<file path="src/rtl/railway_gate_ctrl_mt_if.sv">
// Field-side bundle of the level-crossing controller: track/gate sensors in,
// lamp and motor drives plus status out.
interface railway_gate_ctrl_mt_if #(
    parameter int N_TRACKS = 2
);
    logic [N_TRACKS-1:0] approach;
    logic [N_TRACKS-1:0] exit_det;
    logic                gate_down_fb;
    logic                gate_up_fb;
    logic                maint_req;
    logic                fault_clr;
    logic                warn_led;
    logic                close_cmd;
    logic                open_cmd;
    logic                closed_led;
    logic                fault;
    logic                busy;
    logic [2:0]          state_o;

    modport master (
        output approach, exit_det, gate_down_fb, gate_up_fb, maint_req, fault_clr,
        input  warn_led, close_cmd, open_cmd, closed_led, fault, busy, state_o
    );

    modport slave (
        input  approach, exit_det, gate_down_fb, gate_up_fb, maint_req, fault_clr,
        output warn_led, close_cmd, open_cmd, closed_led, fault, busy, state_o
    );
endinterface

</file>
<file path="src/rtl/railway_gate_ctrl_mt.sv">
// Multi-track level-crossing gate controller: per-track occupancy counting,
// warn/close/hold/open sequencing and motor-feedback supervision with latched FAULT.

module railway_gate_trk_occ #(
    parameter int OCC_W = 3
) (
    input  logic             clk,
    input  logic             reset_n,
    input  logic             approach,
    input  logic             exit_det,
    output logic [OCC_W-1:0] occ_o
);
    logic             app_prev_q, app_prev_d;
    logic             ext_prev_q, ext_prev_d;
    logic [OCC_W-1:0] occ_q, occ_d;
    logic             app_rise, ext_rise;

    always_comb begin
        app_rise   = approach & ~app_prev_q;
        ext_rise   = exit_det & ~ext_prev_q;
        app_prev_d = approach;
        ext_prev_d = exit_det;
        occ_d      = occ_q;
        // Simultaneous entry and exit on one track cancel out.
        if (app_rise && !ext_rise && (occ_q != '1))
            occ_d = occ_q + OCC_W'(1);
        else if (ext_rise && !app_rise && (occ_q != '0))
            occ_d = occ_q - OCC_W'(1);
    end

    always_ff @(posedge clk or negedge reset_n) begin
        if (!reset_n) begin
            app_prev_q <= 1'b0;
            ext_prev_q <= 1'b0;
            occ_q      <= '0;
        end else begin
            app_prev_q <= app_prev_d;
            ext_prev_q <= ext_prev_d;
            occ_q      <= occ_d;
        end
    end

    assign occ_o = occ_q;
endmodule

module railway_gate_ctrl_mt #(
    parameter int N_TRACKS       = 2,
    parameter int OCC_W          = 3,
    parameter int TMR_W          = 16,
    parameter int ALERT_CYCLES   = 10,
    parameter int CLEAR_CYCLES   = 4,
    parameter int MOTION_TIMEOUT = 20
) (
    input  logic                   clk,
    input  logic                   reset_n,
    railway_gate_ctrl_mt_if.slave  bus
);
    typedef enum logic [2:0] {
        S_IDLE       = 3'd0,
        S_ALERT      = 3'd1,
        S_CLOSING    = 3'd2,
        S_CLOSED     = 3'd3,
        S_HOLD_CLEAR = 3'd4,
        S_OPENING    = 3'd5,
        S_FAULT      = 3'd6
    } state_e;

    localparam logic [TMR_W-1:0] ALERT_LAST  = TMR_W'(ALERT_CYCLES - 1);
    localparam logic [TMR_W-1:0] CLEAR_LAST  = TMR_W'(CLEAR_CYCLES - 1);
    localparam logic [TMR_W-1:0] MOTION_LAST = TMR_W'(MOTION_TIMEOUT - 1);

    logic [N_TRACKS-1:0][OCC_W-1:0] occ;
    logic [N_TRACKS-1:0]            trk_nz;
    logic                           busy;
    state_e                         state_q, state_d;
    logic [TMR_W-1:0]               timer_q, timer_d;

    for (genvar i = 0; i < N_TRACKS; i++) begin : g_trk
        railway_gate_trk_occ #(.OCC_W(OCC_W)) u_occ (
            .clk      (clk),
            .reset_n  (reset_n),
            .approach (bus.approach[i]),
            .exit_det (bus.exit_det[i]),
            .occ_o    (occ[i])
        );
        assign trk_nz[i] = |occ[i];
    end

    assign busy = (|trk_nz) | bus.maint_req;

    always_comb begin
        state_d = state_q;
        case (state_q)
            S_IDLE:       if (busy) state_d = S_ALERT;
            S_ALERT:      if (timer_q == ALERT_LAST) state_d = S_CLOSING;
            S_CLOSING: begin
                if (bus.gate_down_fb)            state_d = S_CLOSED;
                else if (timer_q == MOTION_LAST) state_d = S_FAULT;
            end
            S_CLOSED:     if (!busy) state_d = S_HOLD_CLEAR;
            S_HOLD_CLEAR: begin
                if (busy)                       state_d = S_CLOSED;
                else if (timer_q == CLEAR_LAST) state_d = S_OPENING;
            end
            S_OPENING: begin
                // A train arriving while the gate rises re-closes it at once.
                if (busy)                        state_d = S_CLOSING;
                else if (bus.gate_up_fb)         state_d = S_IDLE;
                else if (timer_q == MOTION_LAST) state_d = S_FAULT;
            end
            S_FAULT:      if (bus.fault_clr && !busy) state_d = S_OPENING;
            default:      state_d = S_IDLE;
        endcase

        if (state_d != state_q)
            timer_d = '0;
        else if (timer_q == '1)
            timer_d = timer_q;
        else
            timer_d = timer_q + TMR_W'(1);
    end

    always_ff @(posedge clk or negedge reset_n) begin
        if (!reset_n) begin
            state_q <= S_IDLE;
            timer_q <= '0;
        end else begin
            state_q <= state_d;
            timer_q <= timer_d;
        end
    end

    always_comb begin
        bus.warn_led   = 1'b0;
        bus.close_cmd  = 1'b0;
        bus.open_cmd   = 1'b0;
        bus.closed_led = 1'b0;
        bus.fault      = 1'b0;
        case (state_q)
            S_ALERT:      bus.warn_led = 1'b1;
            S_CLOSING:    begin bus.warn_led = 1'b1; bus.close_cmd = 1'b1; end
            S_CLOSED,
            S_HOLD_CLEAR: begin bus.warn_led = 1'b1; bus.closed_led = 1'b1; end
            S_OPENING:    begin bus.warn_led = 1'b1; bus.open_cmd = 1'b1; end
            // Fail-safe: keep driving the gate down while faulted.
            S_FAULT:      begin bus.warn_led = 1'b1; bus.close_cmd = 1'b1; bus.fault = 1'b1; end
            default:      ;
        endcase
    end

    assign bus.busy    = busy;
    assign bus.state_o = state_q;
endmodule
</file>
<file path="src/flat_wrapper.sv">
// flat-port wrapper written by rule: the top's interface ports become plain ports
module railway_gate_ctrl_mt_flat 
#(
    parameter int N_TRACKS       = 2,
    parameter int OCC_W          = 3,
    parameter int TMR_W          = 16,
    parameter int ALERT_CYCLES   = 10,
    parameter int CLEAR_CYCLES   = 4,
    parameter int MOTION_TIMEOUT = 20
)
  (clk, reset_n, bus_approach, bus_exit_det, bus_gate_down_fb, bus_gate_up_fb, bus_maint_req, bus_fault_clr, bus_warn_led, bus_close_cmd, bus_open_cmd, bus_closed_led, bus_fault, bus_busy, bus_state_o);
  railway_gate_ctrl_mt_if #(.N_TRACKS(N_TRACKS)) bus_i ();
  input  logic clk;
  input  logic reset_n;
  input wire logic [$bits(bus_i.approach)-1:0] bus_approach;
  input wire logic [$bits(bus_i.exit_det)-1:0] bus_exit_det;
  input wire logic [$bits(bus_i.gate_down_fb)-1:0] bus_gate_down_fb;
  input wire logic [$bits(bus_i.gate_up_fb)-1:0] bus_gate_up_fb;
  input wire logic [$bits(bus_i.maint_req)-1:0] bus_maint_req;
  input wire logic [$bits(bus_i.fault_clr)-1:0] bus_fault_clr;
  output wire logic [$bits(bus_i.warn_led)-1:0] bus_warn_led;
  output wire logic [$bits(bus_i.close_cmd)-1:0] bus_close_cmd;
  output wire logic [$bits(bus_i.open_cmd)-1:0] bus_open_cmd;
  output wire logic [$bits(bus_i.closed_led)-1:0] bus_closed_led;
  output wire logic [$bits(bus_i.fault)-1:0] bus_fault;
  output wire logic [$bits(bus_i.busy)-1:0] bus_busy;
  output wire logic [$bits(bus_i.state_o)-1:0] bus_state_o;
  assign bus_i.approach = bus_approach;
  assign bus_i.exit_det = bus_exit_det;
  assign bus_i.gate_down_fb = bus_gate_down_fb;
  assign bus_i.gate_up_fb = bus_gate_up_fb;
  assign bus_i.maint_req = bus_maint_req;
  assign bus_i.fault_clr = bus_fault_clr;
  assign bus_warn_led = bus_i.warn_led;
  assign bus_close_cmd = bus_i.close_cmd;
  assign bus_open_cmd = bus_i.open_cmd;
  assign bus_closed_led = bus_i.closed_led;
  assign bus_fault = bus_i.fault;
  assign bus_busy = bus_i.busy;
  assign bus_state_o = bus_i.state_o;
  railway_gate_ctrl_mt #(.N_TRACKS(N_TRACKS), .OCC_W(OCC_W), .TMR_W(TMR_W), .ALERT_CYCLES(ALERT_CYCLES), .CLEAR_CYCLES(CLEAR_CYCLES), .MOTION_TIMEOUT(MOTION_TIMEOUT)) u_core (.clk(clk), .reset_n(reset_n), .bus(bus_i));
endmodule
</file>
<file path="config.mk">
export PLATFORM = sky130hd
export DESIGN_NAME = railway_gate_ctrl_mt_flat
export DESIGN_NICKNAME = d
export VERILOG_FILES = /design/src/rtl/railway_gate_ctrl_mt_if.sv /design/src/rtl/railway_gate_ctrl_mt.sv /design/src/flat_wrapper.sv
export SDC_FILE = /design/constraint.sdc
export NUM_CORES = 1
export LEC_CHECK = 0
export ABC_AREA = 0
export BUFFER_PORTS_ARGS = -buffer_cell sky130_fd_sc_hd__buf_4
export CAP_MARGIN = 20
export CORE_MARGIN = 2
export CORE_UTILIZATION = 60
export CTS_BUF_LIST = sky130_fd_sc_hd__clkbuf_8
export CTS_CLUSTER_DIAMETER = 30
export DETAILED_ROUTE_END_ITERATION = 16
export PLACE_DENSITY = 0.8
export SYNTH_ARGS = -nofsm -noshare
export SYNTH_HDL_FRONTEND = slang
export SYNTH_SLANG_ARGS = --single-unit
</file>
<file path="constraint.sdc">
create_clock -name clk -period 3.06 [get_ports clk]
set_input_delay 0.306 -clock clk [delete_from_list [all_inputs] [get_ports clk]]
set_output_delay 0.306 -clock clk [all_outputs]
set_load 0.02 [all_outputs]
</file>
Word level (Yosys, flattened, before mapping)
Cells that the tools add are included.
{"block": "op_classes", "eq_ne": 14, "bitwise_logic": 9, "muxes": 22, "n_lt_le_gt_ge": 0, "n_addsub": 5, "n_div": 0, "n_reduce_logical": 23, "mul": 0, "n_shift": 0}
{"op": "$mux W3", "n": 14}
{"op": "$mux W16", "n": 2}
{"op": "$pmux W3 S7", "n": 1}
{"op": "$add A16 B1 Y16 const B", "n": 1}
{"op": "$eq A16 B16 Y1 const B", "n": 1}
{"op": "$eq A16 B2 Y1 const B", "n": 1}
{"op": "$eq A16 B4 Y1 const B", "n": 1}
{"op": "$eq A16 B5 Y1 const B", "n": 1}
{"op": "$reduce_or A6 Y1", "n": 2}
{"op": "$eq A3 B3 Y1 const B", "n": 3}
{"op": "$logic_and A1 B1 Y1", "n": 9}
{"op": "$add A3 B1 Y3 const B", "n": 2}
{"op": "$eq A3 B2 Y1 const B", "n": 2}
{"op": "$ne A3 B3 Y1 const B", "n": 2}
{"op": "$reduce_bool A3 Y1", "n": 2}
{"op": "$sub A3 B1 Y3 const B", "n": 2}
{"op": "$logic_not A1 Y1", "n": 5}
{"op": "$mux W1", "n": 5}
{"op": "$and A1 B1 Y1", "n": 4}
{"op": "$not A1 Y1", "n": 4}
{"op": "$reduce_bool A2 Y1", "n": 2}
{"op": "$reduce_or A2 Y1", "n": 2}
{"op": "$eq A3 B1 Y1 const B", "n": 1}
{"op": "$logic_not A3 Y1", "n": 1}
{"op": "other kinds (3)", "n": 3}
{"block": "totals", "mem_bits_rw": 0, "out_inout_bits": 9, "latchBits": 0, "memories": 0, "ff_bits": 29, "input_bits": 10, "rom_bits": 0}

Logic depth before layout (Yosys ltp)
{"block": "logic_depth", "ltp_word": 8, "mapped_depth": 8, "ltp_nobuf": 8}

Modules after synthesis
A second synthesis with hierarchy kept.
{"block": "unflattened", "cells_unflattened": 238, "hier_area_um2": 2173.3}
{"mod": "railway_gate_ctrl_mt", "cells_per_inst": 164, "instances": 1, "area_per_inst_um2": 1467.7}
{"mod": "railway_gate_trk_occ", "cells_per_inst": 37, "instances": 2, "area_per_inst_um2": 352.8}

Worst setup path after synthesis
No wires, ideal clock.
{"block": "synth_path", "kind": "reg-to-reg", "startpoint": "register u_core.g_trk[1].u_occ.occ_q[0]", "endpoint": "register u_core.timer_q[0]", "required_time_ps": 2980, "path_slack_ps": 906, "arrival_time_ps": 2073, "setup_time_ps": 80, "period_less_slack_ps": 2154, "path_stages_with_launch": 8, "cell_sequence": "dfrtp_1 > buf_6 > or4_4 > nor2_8 > mux2i_1 > o2111ai_4 > buf_12 > nor3_2"}
{"block": "synth_between", "elab_chain_len": 8}
{"item": "start: declaration", "line_no": "railway_gate_ctrl_mt.sv:15", "rtl": "logic [OCC_W-1:0] occ_q, occ_d;"}
{"item": "start signal: assignment", "line_no": "railway_gate_ctrl_mt.sv:35", "rtl": "occ_q <= '0;"}
{"item": "start signal: assignment", "line_no": "railway_gate_ctrl_mt.sv:39", "rtl": "occ_q <= occ_d;"}
{"item": "$reduce_or A6 Y1 (*)", "line_no": "railway_gate_ctrl_mt.sv:89", "rtl": "assign busy = (|trk_nz) | bus.maint_req;"}
{"item": "$or A1 B1 Y1 (*)", "line_no": "railway_gate_ctrl_mt.sv:89"}
{"item": "$logic_not A1 Y1"}
{"item": "$logic_and A1 B1 Y1", "line_no": "railway_gate_ctrl_mt.sv:111", "rtl": "S_FAULT: if (bus.fault_clr && !busy) state_d = S_OPENING;"}
{"item": "$mux W3", "line_no": "railway_gate_ctrl_mt.sv:111"}
{"item": "$pmux W3 S7 (*)", "line_no": "railway_gate_ctrl_mt.sv:93", "rtl": "case (state_q)"}
{"item": "$ne A3 B3 Y1 (*)", "line_no": "railway_gate_ctrl_mt.sv:115", "rtl": "if (state_d != state_q)"}
{"item": "$ne A2 B1 Y1 (no source line) or $mux W16 (tied branches)"}
{"item": "end signal: assignment", "line_no": "railway_gate_ctrl_mt.sv:129", "rtl": "timer_q <= timer_d;"}
{"item": "end: declaration", "line_no": "railway_gate_ctrl_mt.sv:76", "rtl": "logic [TMR_W-1:0] timer_q, timer_d;"}
Every way passes the cells marked *; elsewhere a longest branch is shown, timed or not.
A chain may end at the register's enable or synchronous reset.

Worst setup path in the final report
{"block": "layout_path", "startpoint": "register u_core.g_trk[1].u_occ.occ_q[0]", "endpoint": "register u_core.timer_q[2]"}
The elaborated chain is that of the path after synthesis.

==> run_results.csv <==
group,metric,value,unit
clocking,clk_root_buffer_cell,"clkbuf_8",
global_routing,grt_remaining_overflow,0,
floorplan,fp.dieArea,0.00418,mm²
sta,timing.final.setup_violations,0,
synthesis,syn_nets,255,
finish,filler_cells_inserted,315,
clocking,post_cts_resized,0,
placed_design,dp_hpwl,3110,µm
sta,finalSetupTns,0,ns
worst_setup_path,cp-endpoint,"u_core.timer_q[2]",
worst_setup_path,cp_max_fo,16,
clocking,cts-htree-levels,2,
clocking,clock_tree.buffer_depth,2,
global_routing,grt_peak_use_layer,"met2",
worst_setup_path,critPathCaptureType,"flip-flop",
sta,timing.final.crit_period,2.40,ns
global_routing,gr_util_met3,7.29,%
sta,layout_worst_path_cycle_share,78.6,%
floorplan,die_height,64.6,µm
synthesis,synth-edff-count,0,
synthesis,mappedNetlistArea,0.00221,mm²
clocking,post_cts.repair.setup_buffers,0,
worst_setup_path,worst-setup-path-type,"reg2reg",
run,drv_cap,0,
drt,detail_route.wirelength,4420,µm
worst_setup_path,r2r_setup_slack,0.66,ns
finish,layout.nets,270,
drt,post-route-drc-count,0,
drt,drt-vias-per-instance,6.03,
clocking,clk_pin_slew_worst_paths,0.06,ns
clocking,numClockSinks,29,
worst_setup_path,worst_r2r_path_depth,5,
global_routing,number_of_antenna_violations_at_the_first_check_in_global_routing,0,
worst_setup_path,critical_path_launch_point,"u_core.g_trk[1].u_occ.occ_o[0]",
finish,antenna-diode-count,0,
worst_setup_path,arrival,2.60,ns
synthesis,netlist_instances,241,
floorplan,initial_core_util,61.2,%
synthesis,synthesized_area_divided_by_synthesized_cell_count,9.15,µm²
global_routing,use_met1,31.3,%
synthesis,synth.ff_latch_count,29,
finish,post_route_cell_area,0.00238,mm²
sta,fin_hold_ws,0.136,ns
drt,number_of_vias_in_the_routed_layout,1840,
clocking,cts_made_buffers,5,
floorplan,fp.coreArea,0.00361,mm²
worst_setup_path,critical_path.top_delay_family,"simple AND/OR/NAND/NOR gates",
worst_setup_path,regToRegStartpoint,"u_core.g_trk[1].u_occ.occ_o[0]",
worst_setup_path,critPathBufInv,0,
synthesis,synth-warning-count,0,
power,totalPowerFinal,0.00169,W
synthesis,synth_ff_type,"dfrtp_1",
finish,synthToLayoutAreaGrowth,7.83,%
clocking,insertion_delay,0.29,ns
finish,layout-drive-gt1-share,21.4,%
global_routing,grt_first_pass_wirelength,7340,µm
finish,finish.cell_count_without_fillers,305,
global_routing,grt.total_usage,23.0,%
global_routing,grtUsageMet2,34.4,%
sta,slew_violations,0,
sta,highest_clock_rate,416,MHz
floorplan,top_level_ports,19,
drt,first_pass_iters,4,
synthesis,synth-async-reset-ratio,100,%
power,total_leakage_power,0.988,nW
placed_design,buffer_ports.inserted,18,
worst_setup_path,startpoint_type,"flip-flop",
worst_setup_path,crit_slowest_cell,"or4_4",
placed_design,finalWeightedCongestion,0.904,
sta,tightestPinTransition,0.828,ns
status,run_status,"complete, no violations",
clocking,tritoncts,"yes",
global_routing,grt_pass1_vias,1582,
placed_design,numPlacedInstances,296,
min_path,worstHoldPathType,"in2reg",
power,ir_drop,0.000301,V
worst_setup_path,worstReg2RegEnd,"u_core.timer_q[2]",
synthesis,ys_types,63,
floorplan,die_x,64.6,µm
placed_design,placedInstanceArea,0.00227,mm²
sta,grt_setup_unrepaired,"false",
power,power_density_over_cell_area,710,mW/mm²
drt,detail_route.iter0.violations,153,
sta,hold_viol,0,
drt,wl_per_cell,14.5,µm
worst_setup_path,required,3.25,ns
sta,clock-skew-final,0.00731,ns
global_routing,pin_count_of_the_biggest_net_entering_global_routing,30,
synthesis,synth.yosys.seq_area_share,32.9,%
worst_setup_path,critical_path.max_stage_delay,0.61,ns
worst_setup_path,cp.depth,5,
worst_setup_path,cell_by_cell_trace_of_the_critical_path,"or4_4 > nor2_8 > mux2i_1 > o2111ai_4 > nor4_1",
drt,final_antenna_net_count,0,
sta,max-slew-margin-rel,44.3,%
floorplan,placementRows,22,
worst reg2reg max path, cell delays in order, from the launching register on:
cell       delay, ns
dfrtp_1         0.48
or4_4           0.62
nor2_8          0.18
mux2i_1         0.34
o2111ai_4       0.35
nor4_1          0.35
cells in the mapped netlist (2+ instances only):
master | instances | area, µm²
nand2_1 | 29 | 109
and2_1 | 2 | 12.5
nor3_2 | 10 | 100
buf_12 | 2 | 40.0
a211oi_1 | 5 | 37.5
xnor2_1 | 6 | 52.6
nor2_1 | 18 | 67.6
a21oi_1 | 6 | 30.0
nand2b_1 | 5 | 31.3
a31oi_1 | 4 | 25.0
a32o_1 | 2 | 20.0
xor2_1 | 4 | 35.0
or4_4 | 3 | 33.8
nand4_1 | 5 | 31.3
clkbuf_1 | 2 | 7.51
o22ai_1 | 3 | 18.8
nand3_1 | 7 | 35.0
inv_1 | 10 | 37.5
o211ai_1 | 3 | 22.5
or2_2 | 2 | 12.5
o21ai_0 | 9 | 45.0
nor2b_1 | 4 | 25.0
fa_1 | 2 | 40.0
and3_1 | 6 | 37.5
buf_6 | 2 | 22.5
or2b_2 | 2 | 17.5
dfrtp_1 | 29 | 726
mux2i_1 | 4 | 40.0
a2111oi_0 | 2 | 17.5
nor4_1 | 7 | 43.8
ha_1 | 2 | 25.0
buf_2 | 2 | 10.0
nor3_1 | 11 | 55.1
o32ai_1 | 2 | 17.5
sequential cells by signal (all words and copies together), names as in the netlist:
| name | flops |
|---|---|
| u_core.g_trk.u_occ.app_prev_q | 2 |
| u_core.g_trk.u_occ.ext_prev_q | 2 |
| u_core.timer_q | 16 |
| u_core.g_trk.u_occ.occ_o | 6 |
| u_core.bus.state_o | 3 |
how the worst min path moves through the flow:
stage / endpoint / from / depth (start not counted) / slack (ns)
3_5_place_dp: u_core.timer_q[15] / reset_n / 1 / 0.25
2_1_floorplan: u_core.bus.state_o[0] / reset_n / 0 / 0.01
5_1_grt: u_core.g_trk[0].u_occ.ext_prev_q / bus_exit_det[0] / 1 / 0.13
3_3_place_gp: u_core.timer_q[13] / reset_n / 1 / 0.25
4_1_cts: u_core.g_trk[0].u_occ.ext_prev_q / bus_exit_det[0] / 1 / 0.13
6_report: u_core.g_trk[0].u_occ.ext_prev_q / bus_exit_det[0] / 1 / 0.14
per-stage QoR:
step           setup slack, ns  util (%)
2_1_floorplan            0.906         -
3_3_place_gp             0.710      62.9
3_5_place_dp             0.630      62.9
4_1_cts                  0.631      66.0
5_1_grt                  0.487      66.0
6_report                 0.656      66.0
cell families after synthesis:
family	Yosys count	synth area share, %
AOI/OAI and AO/OA	48	16.6
xor gates and xnor gates	10	3.97
adders and majority gates	4	2.95
buffers and inverters	22	7.94
DFF	29	32.9
muxes	5	2.33
and+or+nand+nor	123	33.3
layout by cell type, fill, tap and decap left out, types with 2 or more instances in the layout:
cell type and n:
xnor2_1 6, nor4_1 7, nor2b_1 4, o32ai_1 2
or4_4 3, fa_1 2, clkbuf_8 7, a31oi_1 4
nand4_1 5, inv_1 10, o21ai_0 9, and2_1 2
a21oi_1 6, nor3_1 11, a32o_1 2, nor3_2 10
dfrtp_1 29, or2_2 2, and3_1 6, ha_1 2
a211oi_1 5, mux2i_1 4, nand2_1 29, a2111oi_0 2
buf_4 18, xor2_1 4, nand2b_1 5, or2b_2 2
nand3_1 7, o22ai_1 3, nor2_1 18, o211ai_1 3
power by group:
part | internal [W] | total (W) | switching, W | leakage (nW)
Combinational | 0.000296 | 0.000688 | 0.000391 | 0.562
Sequential | 0.000463 | 0.000644 | 0.000180 | 0.371
Clock | 0.000203 | 0.000356 | 0.000154 | 0.0542
Total | 0.000963 | 0.00169 | 0.000725 | 0.988
final cells by class:
cell class	count	area, µm²	area share [%]
Tap cell	48	60.1	2.52
Timing Repair Buffer	19	145	6.10
Clock inverter	1	5.00	0.210
Sequential cell	29	726	30.5
Multi-Input combinational cell	190	1310	54.9
Inverter	11	41.3	1.74
Clock buffer	7	96.3	4.05
what timing repair did:
item                       in CTS  in global routing
setup endpoints to repair       0                  0
hold endpoints to repair       29                  0
hold buffers                    1                  0
layer usage:
metal,vias to the layer above,wire [µm]
li1,913,-
met1,871,2100
met2,50,2020
met3,6,227
met4,0,68
met5,-,0
No activity file was read; power rests on OpenSTA's default activity.
